==> config.mk <==
export PLATFORM = sky130hd
export DESIGN_NAME = fp_add_align
export DESIGN_NICKNAME = d
export VERILOG_FILES = /design/src/rtl/fp_pkg.sv /design/src/rtl/fp_sticky_shift.sv /design/src/rtl/fp_add_align.sv
export SDC_FILE = /design/constraint.sdc
export NUM_CORES = 1
export LEC_CHECK = 0
export ABC_AREA = 0
export CAP_MARGIN = 40
export CELL_PAD_IN_SITES_DETAIL_PLACEMENT = 0
export CELL_PAD_IN_SITES_GLOBAL_PLACEMENT = 1
export CORE_ASPECT_RATIO = 1.2
export CORE_MARGIN = 2
export CORE_UTILIZATION = 44
export DETAILED_ROUTE_END_ITERATION = 16
export PLACE_DENSITY = 0.95
export SKIP_LAST_GASP = 1
export SLEW_MARGIN = 20
export SYNTH_ARGS = -nofsm -noshare
export SYNTH_HDL_FRONTEND = slang
export SYNTH_SLANG_ARGS = --single-unit
==> constraint.sdc <==
create_clock -name clk -period 13.5 [get_ports clk]
set_input_delay 1.35 -clock clk [delete_from_list [all_inputs] [get_ports clk]]
set_output_delay 1.35 -clock clk [all_outputs]
set_load 0.1 [all_outputs]
==> src/rtl/fp_pkg.sv <==
// Shared constants and the alignment-stage state type for the binary32 adder.
package fp_pkg;
  localparam int FP_EXP_W  = 8;
  localparam int FP_FRAC_W = 23;
  localparam int ALIGN_W   = 27;
  localparam logic [FP_EXP_W-1:0] EXP_MAX = 8'hFF;
  localparam int EXP_BIAS  = 127;

  typedef enum logic [1:0] {
    ST_IDLE  = 2'd0,
    ST_CMP   = 2'd1,
    ST_SHIFT = 2'd2,
    ST_DONE  = 2'd3
  } align_state_e;
endpackage

==> src/rtl/fp_sticky_shift.sv <==
// Combinational right shift by 0..STEP; every bit pushed out is ORed into bit 0.
module fp_sticky_shift
  import fp_pkg::*;
#(
  parameter int STEP = 4
) (
  input  logic [ALIGN_W-1:0] din,
  input  logic [4:0]         k,
  output logic [ALIGN_W-1:0] dout
);
  logic [ALIGN_W-1:0] mask;
  logic [ALIGN_W-1:0] shifted;
  logic               lost;

  assign mask    = ~({ALIGN_W{1'b1}} << k);
  assign shifted = din >> k;
  // Old bit 0 is inside the mask whenever k>0, so it feeds the sticky as well.
  assign lost    = |(din & mask);
  assign dout    = {shifted[ALIGN_W-1:1], shifted[0] | lost};
endmodule

==> src/rtl/fp_add_align.sv <==
// Pre-alignment stage: orders two binary32 operands by magnitude and shifts
// the smaller mantissa right by the exponent difference, STEP bits per cycle.
module fp_add_align
  import fp_pkg::*;
#(
  parameter int STEP      = 4,
  parameter int MAX_SHIFT = 27
) (
  input  logic               clk,
  input  logic               rst_n,
  input  logic               in_valid,
  output logic               in_ready,
  input  logic [31:0]        a,
  input  logic [31:0]        b,
  output logic               out_valid,
  input  logic               out_ready,
  output logic [ALIGN_W-1:0] out_man_big,
  output logic [ALIGN_W-1:0] out_man_small,
  output logic [7:0]         out_exp,
  output logic               out_sign_big,
  output logic               out_sign_small,
  output logic               out_eff_sub,
  output logic               out_special
);
  align_state_e state_reg, state_next;

  logic [31:0]        a_reg, b_reg;
  logic [ALIGN_W-1:0] man_big_reg, man_small_reg;
  logic [7:0]         exp_reg;
  logic               sign_big_reg, sign_small_reg, special_reg;
  logic [4:0]         rem_reg;

  logic [7:0]         exp_a, exp_b, exp_big, exp_small, diff;
  logic [ALIGN_W-1:0] man_a, man_b, shift_out;
  logic               a_big, special;
  logic [4:0]         d, k;

  // Zero exponent means subnormal/zero: no hidden bit, effective exponent 1.
  assign exp_a = (a_reg[30:23] == 8'd0) ? 8'd1 : a_reg[30:23];
  assign exp_b = (b_reg[30:23] == 8'd0) ? 8'd1 : b_reg[30:23];
  assign man_a = {|a_reg[30:23], a_reg[22:0], 3'b000};
  assign man_b = {|b_reg[30:23], b_reg[22:0], 3'b000};

  assign a_big     = (exp_a > exp_b) || ((exp_a == exp_b) && (man_a >= man_b));
  assign special   = (a_reg[30:23] == EXP_MAX) || (b_reg[30:23] == EXP_MAX);
  assign exp_big   = a_big ? exp_a : exp_b;
  assign exp_small = a_big ? exp_b : exp_a;
  assign diff      = exp_big - exp_small;
  assign d         = (diff > 8'(MAX_SHIFT)) ? 5'(MAX_SHIFT) : diff[4:0];
  assign k         = (rem_reg > 5'(STEP)) ? 5'(STEP) : rem_reg;

  fp_sticky_shift #(.STEP(STEP)) u_shift (
    .din  (man_small_reg),
    .k    (k),
    .dout (shift_out)
  );

  always_ff @(posedge clk or negedge rst_n) begin
    if (!rst_n) state_reg <= ST_IDLE;
    else        state_reg <= state_next;
  end

  always_comb begin
    state_next = state_reg;
    case (state_reg)
      ST_IDLE:  if (in_valid) state_next = ST_CMP;
      ST_CMP:   state_next = (special || d == 5'd0) ? ST_DONE : ST_SHIFT;
      ST_SHIFT: if (rem_reg <= 5'(STEP)) state_next = ST_DONE;
      ST_DONE:  if (out_ready) state_next = ST_IDLE;
      default:  state_next = ST_IDLE;
    endcase
  end

  always_ff @(posedge clk or negedge rst_n) begin
    if (!rst_n) begin
      a_reg          <= '0;
      b_reg          <= '0;
      man_big_reg    <= '0;
      man_small_reg  <= '0;
      exp_reg        <= '0;
      sign_big_reg   <= 1'b0;
      sign_small_reg <= 1'b0;
      special_reg    <= 1'b0;
      rem_reg        <= '0;
    end else begin
      case (state_reg)
        ST_IDLE: if (in_valid) begin
          a_reg <= a;
          b_reg <= b;
        end
        ST_CMP: begin
          man_big_reg    <= a_big ? man_a : man_b;
          man_small_reg  <= a_big ? man_b : man_a;
          exp_reg        <= exp_big;
          sign_big_reg   <= a_big ? a_reg[31] : b_reg[31];
          sign_small_reg <= a_big ? b_reg[31] : a_reg[31];
          special_reg    <= special;
          rem_reg        <= special ? 5'd0 : d;
        end
        ST_SHIFT: begin
          man_small_reg <= shift_out;
          rem_reg       <= rem_reg - k;
        end
        default: ;
      endcase
    end
  end

  assign in_ready       = (state_reg == ST_IDLE);
  assign out_valid      = (state_reg == ST_DONE);
  assign out_man_big    = man_big_reg;
  assign out_man_small  = man_small_reg;
  assign out_exp        = exp_reg;
  assign out_sign_big   = sign_big_reg;
  assign out_sign_small = sign_small_reg;
  assign out_eff_sub    = sign_big_reg ^ sign_small_reg;
  assign out_special    = special_reg;
endmodule
# Yosys cells after proc, flatten, opt, wreduce, memory -nomap -nowiden

Index checks and enable logic that the tools add are counted.

Register bits: 136
Input port bits: 68
Output and inout bits: 68
Logic and storage cells: 64

Add/sub/neg operators: 2
$lt $le $gt $ge: 5
Equality and inequality tests: 9
Shift-type cells: 2
Mux-type cells: 18
Bitwise gates (word level): 4
Reductions and logical operators: 14

Operators by type and width:

| kind                                                                            | number |
|---|---|
| 27-bit 2-to-1 mux                                                               | 2 |
| 27-bit case mux with 2 select lines                                             | 1 |
| 8-bit 2-to-1 mux                                                                | 4 |
| 27-bit bitwise AND                                                              | 1 |
| 27-bit >= comparator                                                            | 1 |
| 27-bit inverter                                                                 | 1 |
| 27-bit OR reduction                                                             | 1 |
| 27-bit by 5-bit << shifter with 27-bit output, first input constant             | 1 |
| 27-bit by 5-bit right shift with 27-bit output                                  | 1 |
| 8-bit equality test, second input constant                                      | 2 |
| 8-bit zero test                                                                 | 2 |
| 8-bit OR reduction                                                              | 2 |
| 5-bit 2-to-1 mux                                                                | 3 |
| 5-bit case mux with 2 select lines                                              | 1 |
| 8-bit equality test                                                             | 1 |
| 8-bit by 5-bit greater-than comparator with 1-bit output, second input constant | 1 |
| 8-bit greater-than comparator                                                   | 1 |
| 2-bit case mux with 4 select lines                                              | 1 |
| 8-bit subtractor                                                                | 1 |
| 2-bit 2-to-1 mux                                                                | 3 |
| 5-bit by 3-bit greater-than comparator with 1-bit output, second input constant | 1 |
| 5-bit by 3-bit <= comparator with 1-bit output, second input constant           | 1 |
| 5-bit zero test                                                                 | 1 |
| 5-bit subtractor                                                                | 1 |
| 13 further kinds                                                                | 19 |

# Depth between registers and ports, before layout

Gate-level depths: netlist of the first run.

Word-level depth: 13
Mapped depth: 25
Mapped depth without buffers: 21

# Cells and area by module

A second synthesis of the first run with hierarchy kept.

Cells, all modules: 995
Area, all modules: 9,231.4 um2

By module, submodules not included:

| module          | instances | cells an instance | area each (um2) | sequential area each (um2) |
|---|---|---|---|---|
| fp_add_align    | 1         | 784               | 7,450.9         | 3,328.2 |
| fp_sticky_shift | 1         | 211               | 1,780.5         | 0.0 |

# Worst setup path before layout of the first run

No wires, ideal clock.

Path kind: register to register
From: register b_reg[24]
To: register rem_reg[0]
Library setup time: 149 ps
Data arrival time: 5,220 ps
Data required time: 13,351 ps
Path slack: 8,131 ps
Stages on the path, launching flop included: 24
Buffers on the path: 4
Period minus slack after synthesis: 5,369 ps
Cell sequence: dfrtp_1 buf_2 or4_1 or4_1 nor2_1 ha_1 nand4_1 nor4_1 a211oi_4 or2_1 clkbuf_1 clkbuf_1 clkbuf_1 nor3_1 a21oi_1 ha_1 inv_1 a21oi_1 a221o_1 a211oi_2 nor2b_1 o31a_1 a311oi_4 a41oi_1

Cells in the longest elaborated chain, start to end: 11
Elaborated cells between the ends (all ways): 17
Those cells by class: add/sub (1); order compare (3); eq/ne (2); mux (6); reduce/logical (5)

RTL lines:

| element                                                      | line                | text |
|---|---|---|
| from (decl)                                                  | fp_add_align.sv:27  | `logic [31:0] a_reg, b_reg;` |
| from (signal assigned)                                       | fp_add_align.sv:77  | `b_reg <= '0;` |
| from (signal assigned)                                       | fp_add_align.sv:89  | `b_reg <= b;` |
| branches (longest 9 deep; another with 27-bit >= comparator) | n/a                 |  |
| 5-bit 2-to-1 mux (*)                                         | fp_add_align.sv:98  | `rem_reg <= special ? 5'd0 : d;` |
| 5-bit case mux with 2 select lines (*)                       | fp_add_align.sv:86  | `case (state_reg)` |
| to (signal assigned)                                         | fp_add_align.sv:98  |  |
| to (signal assigned)                                         | fp_add_align.sv:102 | `rem_reg <= rem_reg - k;` |
| to (decl)                                                    | fp_add_align.sv:31  | `logic [4:0] rem_reg;` |

Mark *: on every way between the ends.
A chain may end at the register's enable or synchronous reset.

# Final worst setup path of the first run

Ends and elaborated chain as after synthesis.

==> results of run 1 <==
area by class of cell:
class	instances	area (um2)
Multi-Input combinational cell	672	4320
Tap cell	224	280
Fill cell	1424	6910
Clock inverter	12	176
Clock buffer	20	457
Timing Repair Buffer	209	2460
Inverter	65	244
Sequential cell	133	3330
routing by layer:
metal	track usage, %	part of all wire [%]
met5	0	0
met1	33.2	43
met3	3.89	5.1
met2	39.9	50
met4	7.01	1.9
worst max-delay path by stage:
stage / slack [ns] / startpoint / cells after the start / to
after floorplan: 8.13 / b_reg[24] / 23 / rem_reg[0]
after detailed placement: 8.06 / b_reg[24] / 21 / rem_reg[0]
after CTS: 8.05 / b_reg[24] / 21 / rem_reg[0]
after global routing: 7.65 / b_reg[24] / 21 / rem_reg[0]
final: 7.96 / b_reg[24] / 21 / rem_reg[0]
after global placement: 8.19 / b_reg[24] / 21 / rem_reg[0]
stage by stage:
step	utilization [%]	hold slack (ns)	area [um2]	setup WS [ns]
CTS	61.7	0.523	11200	8.05
detailed placement	58.2	0.511	10600	8.06
floorplan	-	0.502	8160	8.13
global placement	52.6	0.495	9560	8.19
finish	62.0	0.520	11300	7.96
global route	62.0	0.554	11300	7.65
logic make-up after synthesis:
family	Yosys count
xor+xnor	7
other cells	2
flops	133
simple gates	326
mux	96
compound gates	199
buf+inv	132
fa+ha+maj	39
cells in the final DEF (no fill, tap or decap), types with 7 or more instances in the layout:
master / instances
a31oi_1: 33
clkdlybuf4s50_1: 131
clkbuf_16: 17
mux2i_1: 25
nand4_1: 10
buf_8: 64
o211ai_1: 22
o21ai_0: 34
nand2_1: 149
dfrtp_1: 133
buf_4: 9
nand3_1: 46
ha_1: 37
nor2_1: 84
inv_1: 63
a21oi_1: 57
o21ai_1: 7
mux2_2: 70
==> reports/qor.csv, run 1 <==
metric,value,unit
status,"complete, no violations",
Synth Area in Compound Gates,15.8,%
top_reg_cell synth,dfrtp_1,
Worst Tran Pin Value,0.854,ns
site row count,54,
largest net degree at the start of global routing,87,
final setup TNS,0,ns
Synthesis Warnings,0,
simple-gate share of the synthesized area,17.2,%
CTS Buf Count,17,
CP startpoint kind,flop,
final max-slew violation count,0,
fin crit period,5.54,ns
number of global-route vias before repair,7360,
total track usage,24.3,%
crit-path cells,"or4_1, or4_1, and2_4, inv_2, ha_1, nand3_1, or4_1, a221o_1, a211oi_4, nor2_2, nor2_1, a21oi_1, ha_1, inv_1, a21oi_1, a221o_1, a211oi_2, nor2b_1, o31a_1, a311oi_4, a41oi_1",
CP max stage delay,0.49,ns
setup violators final,0,
# diodes,0,
RSZ-0062 raised after global routing,no,
worst-path maximum fanout,9,
non-filler instance count after layout,1335,
final hold vios,0,
clk_lat worst skew,0.42,ns
io pins,136,
"setup slack, reg-to-reg",7.96,ns
CTS resizes,0,
GP Congestion,0.907,
Max-slew headroom,42.7,%
IO Port Bufs,132,
Max Cap Viol,0,
DRC viols,0,
Via-to-Cell Ratio,5.59,
fin nets,1204,
layout cells sized above 1,17.3,%
Cells after DPL,1301,
crit-path most repeated cell,or4_1,
Post-synth EDFFs,0,
Synth async-reset ratio,100,%
kind of critical path,reg -> reg,
Max Root-Sink Buffers,2,
Root Buffer,clkbuf_16,
Hold Crit Start,out_exp[0],
Synth Area in XOR/XNOR,0.753,%
arrival time of the worst setup path,5.81,ns
first-pass GRT wire length,37.9,mm
# hold bufs at CTS,0,
reg2reg start,b_reg[24],
"Data required, critical path",13.77,ns
clock sink count,133,
DR iter-0 viols,639,
Wirelength per Cell,17.5,um
number of synthesized register bits,133,
post-synth top area share,40.9,%
Mapped Cells,934,
DIE HEIGHT,153,um
"Reg clk slew, reported paths",0.06,ns
synth top area cells,"dfrtp_1 41%, mux2_2 9.7%, nand2_1 6.9%, ha_1 5.8%, nor2_1 3.9%",
chip width,128,um
H-tree Lvls,4,
biggest area consumer among synthesized cells,dfrtp_1,
synth cell count leaders,"150 x nand2_1, 133 x dfrtp_1, 84 x nor2_1, 70 x mux2_2, 63 x inv_1",
Yosys cell types,67,
Hold Path Class,reg -> reg,
adder-cell share of the synthesized area,5.96,%
initial antenna violation count,0,
CP max-delay cell,or4_1,
P&R area growth vs syn,38.3,%
Worst Hold End,out_exp[0],
CP bufs+invs,2,
worst r2r dst,rem_reg[0],
routed wire length,23.3,mm
Worst Skew,0.0101,ns
Vias,7464,
Placeable Area,0.0182,mm2
Mapped Avg Cell Area,8.72,um2
mux cell area share after synthesis,12.9,%
largest family of logic cells by synthesized area,simple AND/OR/NAND/NOR gates,
grt ovf,0,
DP Wirelength,16.7,mm
Detailed Routing Iterations Pass 1,5,
cell family contributing the most delay on the critical path,compound AO/OA/AOI/OAI gates,
CTS tree,yes,
final cycle utilization of the critical path,41.0,%
CP endpoint kind,flop,
register area share after synthesis,40.9,%
worst hold stages,1,
worst r2r path cells,21,
most frequent cell after synthesis,nand2_1,
Starting Density,44.8,%
post-CTS setup buffer count,0,
Die Footprint,0.0196,mm2
fmax,0.180,GHz
cell area after synthesis,0.00815,mm2
Post-DRT Antenna Nets,0,
Power of run 1 is left out: the tool's default activity adds up to more than one toggle a clock period on the data nets, which glitch-free logic cannot reach.
==> run 2: changes to the inputs <==
--- a/config.mk
+++ b/config.mk
@@ -11,9 +11,9 @@
 export CELL_PAD_IN_SITES_GLOBAL_PLACEMENT = 1
 export CORE_ASPECT_RATIO = 1.2
 export CORE_MARGIN = 2
-export CORE_UTILIZATION = 44
+export CORE_UTILIZATION = 41
 export DETAILED_ROUTE_END_ITERATION = 16
-export PLACE_DENSITY = 0.95
+export PLACE_DENSITY = 0.93
 export SKIP_LAST_GASP = 1
 export SLEW_MARGIN = 20
 export SYNTH_ARGS = -nofsm -noshare
==> constraint.sdc (replaced) <==
create_clock -name clk -period 5.2 [get_ports clk]
set_input_delay 0.52 -clock clk [delete_from_list [all_inputs] [get_ports clk]]
set_output_delay 0.52 -clock clk [all_outputs]
set_load 0.1 [all_outputs]
==> run 2 against run 1 <==
Effect of this change: register-to-register slack got worse by 7.7 ns; global-route usage decreased by 1.7 points; clock skew increased by 0.0014 ns; via count decreased by 0.84%; die area increased by 7.1%; sequential share of layout area decreased by 0.53 points; worst setup slack got worse by 7.7 ns; first-iteration DRC count decreased by 11%; wire length increased by 0.87%; critical endpoint is now state_reg[0].
==> reports/qor.csv, run 2 (same netlist as run 1, synthesis figures left out) <==
metric,value,unit,change
status,"complete, no violations",,
number of global-route vias before repair,7383,,+0.31%
CP max stage delay,0.53,ns,+0.04 ns
# hold bufs at CTS,0,,unchanged
area post-placement,0.0107,mm2,+1.5%
Wirelength per Cell,17.0,um,-2.8%
final max-slew violation count,0,,unchanged
setup violators final,0,,unchanged
Multi-input gate area,0.00437,mm2,+1.3%
Via-to-Cell Ratio,5.34,,-4.5%
CTS Buf Count,17,,unchanged
io pins,136,,unchanged
routed wire length,23.6,mm,+0.87%
CTS tree,yes,,
fin nets,1220,,+1.3%
fin area,0.0115,mm2,+1.8%
clock sink count,133,,unchanged
register area,0.00333,mm2,unchanged
worst-path maximum fanout,6,,-3
CP endpoint kind,flop,,
crit-path cells,"or4_4, or4_4, and2_4, inv_4, ha_4, nand3_2, or4_1, a221o_1, a211oi_4, nor2_2, nor2_2, a21oi_1, ha_1, inv_1, a21oi_1, a221o_1, a211oi_2, buf_4, nand4b_1, o31a_1, a311oi_4, buf_6, buf_4, a31o_1",,
Worst Skew,0.0114,ns,+0.00136 ns
Max-slew headroom,48.8,%,+6.1 points
Max Root-Sink Buffers,2,,unchanged
Vias,7401,,-0.84%
P&R area growth vs syn,40.8,%,
arrival time of the worst setup path,5.29,ns,-0.52 ns
"setup slack, reg-to-reg",0.22,ns,-7.74 ns
final hold vios,0,,unchanged
"commonest cells after routing, fill and taps aside","149 x nand2_1, 133 x dfrtp_1, 131 x clkdlybuf4s50_1",,
"Data required, critical path",5.51,ns,-8.26 ns
DR iter-0 viols,568,,-11%
GP Congestion,0.878,,-3.1%
"commonest non-fill, non-tap cell in the layout",nand2_1,,
hold slack,0.114,ns,-0.407 ns
Detailed Routing Iterations Pass 1,5,,unchanged
Post-DRT Antenna Nets,0,,unchanged
IO Port Bufs,132,,unchanged
total track usage,22.7,%,-1.7 points
"Core Util, Final",58.7,%,-3.3 points
chip width,133,um,+3.5%
Placeable Area,0.0195,mm2,+7.6%
worst r2r path cells,24,,+14%
first-pass GRT wire length,37.5,mm,-1.1%
layout cells sized above 1,19.1,%,+1.8 points
site row count,56,,+3.7%
grt ovf,0,,unchanged
Worst Tran Pin Value,0.768,ns,-0.0864 ns
Max Cap Viol,0,,unchanged
DP Wirelength,17.3,mm,+3.8%
Starting Density,41.7,%,-3.2 points
Root Buffer,clkbuf_16,,
kind of critical path,reg -> reg,,
largest net degree at the start of global routing,86,,-1.1%
initial antenna violation count,1,,+1
fin crit period,4.98,ns,-0.561 ns
"Reg clk slew, reported paths",0.06,ns,about the same
DIE HEIGHT,158,um,+3.5%
Hold Path Class,in -> async,,
DRC viols,0,,unchanged
# diodes,0,,unchanged
clk_lat worst skew,0.42,ns,about the same
CP max-delay cell,or4_4,,
fill cell count,1612,,+13%
reg2reg start,b_reg[27],,
Die Footprint,0.0210,mm2,+7.1%
final cycle utilization of the critical path,95.8,%,+55 points
H-tree Lvls,4,,unchanged
fmax,0.201,GHz,+11%
worst r2r dst,state_reg[0],,
CP startpoint kind,flop,,
RSZ-0062 raised after global routing,yes,,
## run 2: critical path: cells and delay by family, from the launching register on
family,cells,cell delay [ns]
AO/OA/AOI/OAI,9,1.67
adder cells (fa/ha/maj),2,0.30
buffers and inverters,5,0.58
flip-flops,1,0.37
AND/OR/NAND/NOR,8,1.94
## run 2: worst max path at each step
stage / start / end / slack (ns)
after CTS: b_reg[27] / rem_reg[0] / 0.009
after floorplan: b_reg[24] / rem_reg[0] / 0.03
after global routing: b_reg[27] / state_reg[0] / -0.05
after global placement: b_reg[27] / rem_reg[0] / 0.06
after detailed placement: b_reg[27] / rem_reg[0] / -0.04
final: b_reg[27] / state_reg[0] / 0.22
## run 2: timing repair
item                       in CTS  in global routing
gates resized for setup         0                 11
pin swaps                       1                  8
setup endpoints to repair       3                  6
setup buffers                   0                  4
## run 2: area by class of cell
type                            count  share of cell area [%]
Clock buffer                       19                    3.86
Timing Repair Buffer              225                    22.6
Tap cell                          261                    2.85
Multi-Input combinational cell    672                    38.1
Inverter                           65                    2.15
Clock inverter                     11                    1.33
Sequential cell                   133                    29.0
## run 2: through the flow
stage                     worst slack (ns)  TNS, ns  instances
after floorplan                     0.0319        0        937
after global placement              0.0562        0       1283
after detailed placement           -0.0403  -0.0518       1350
after CTS                          0.00904        0       1380
after global routing               -0.0522  -0.0522       1386
final                                0.220        0       1386
## run 2: routing by layer
layer  GRT usage [%]  wire, um
met5               0        13
met4            9.22       630
met3            4.08      1160
met2            38.5     11600
met1            28.7     10100
Power of run 2 is left out for the same reason.
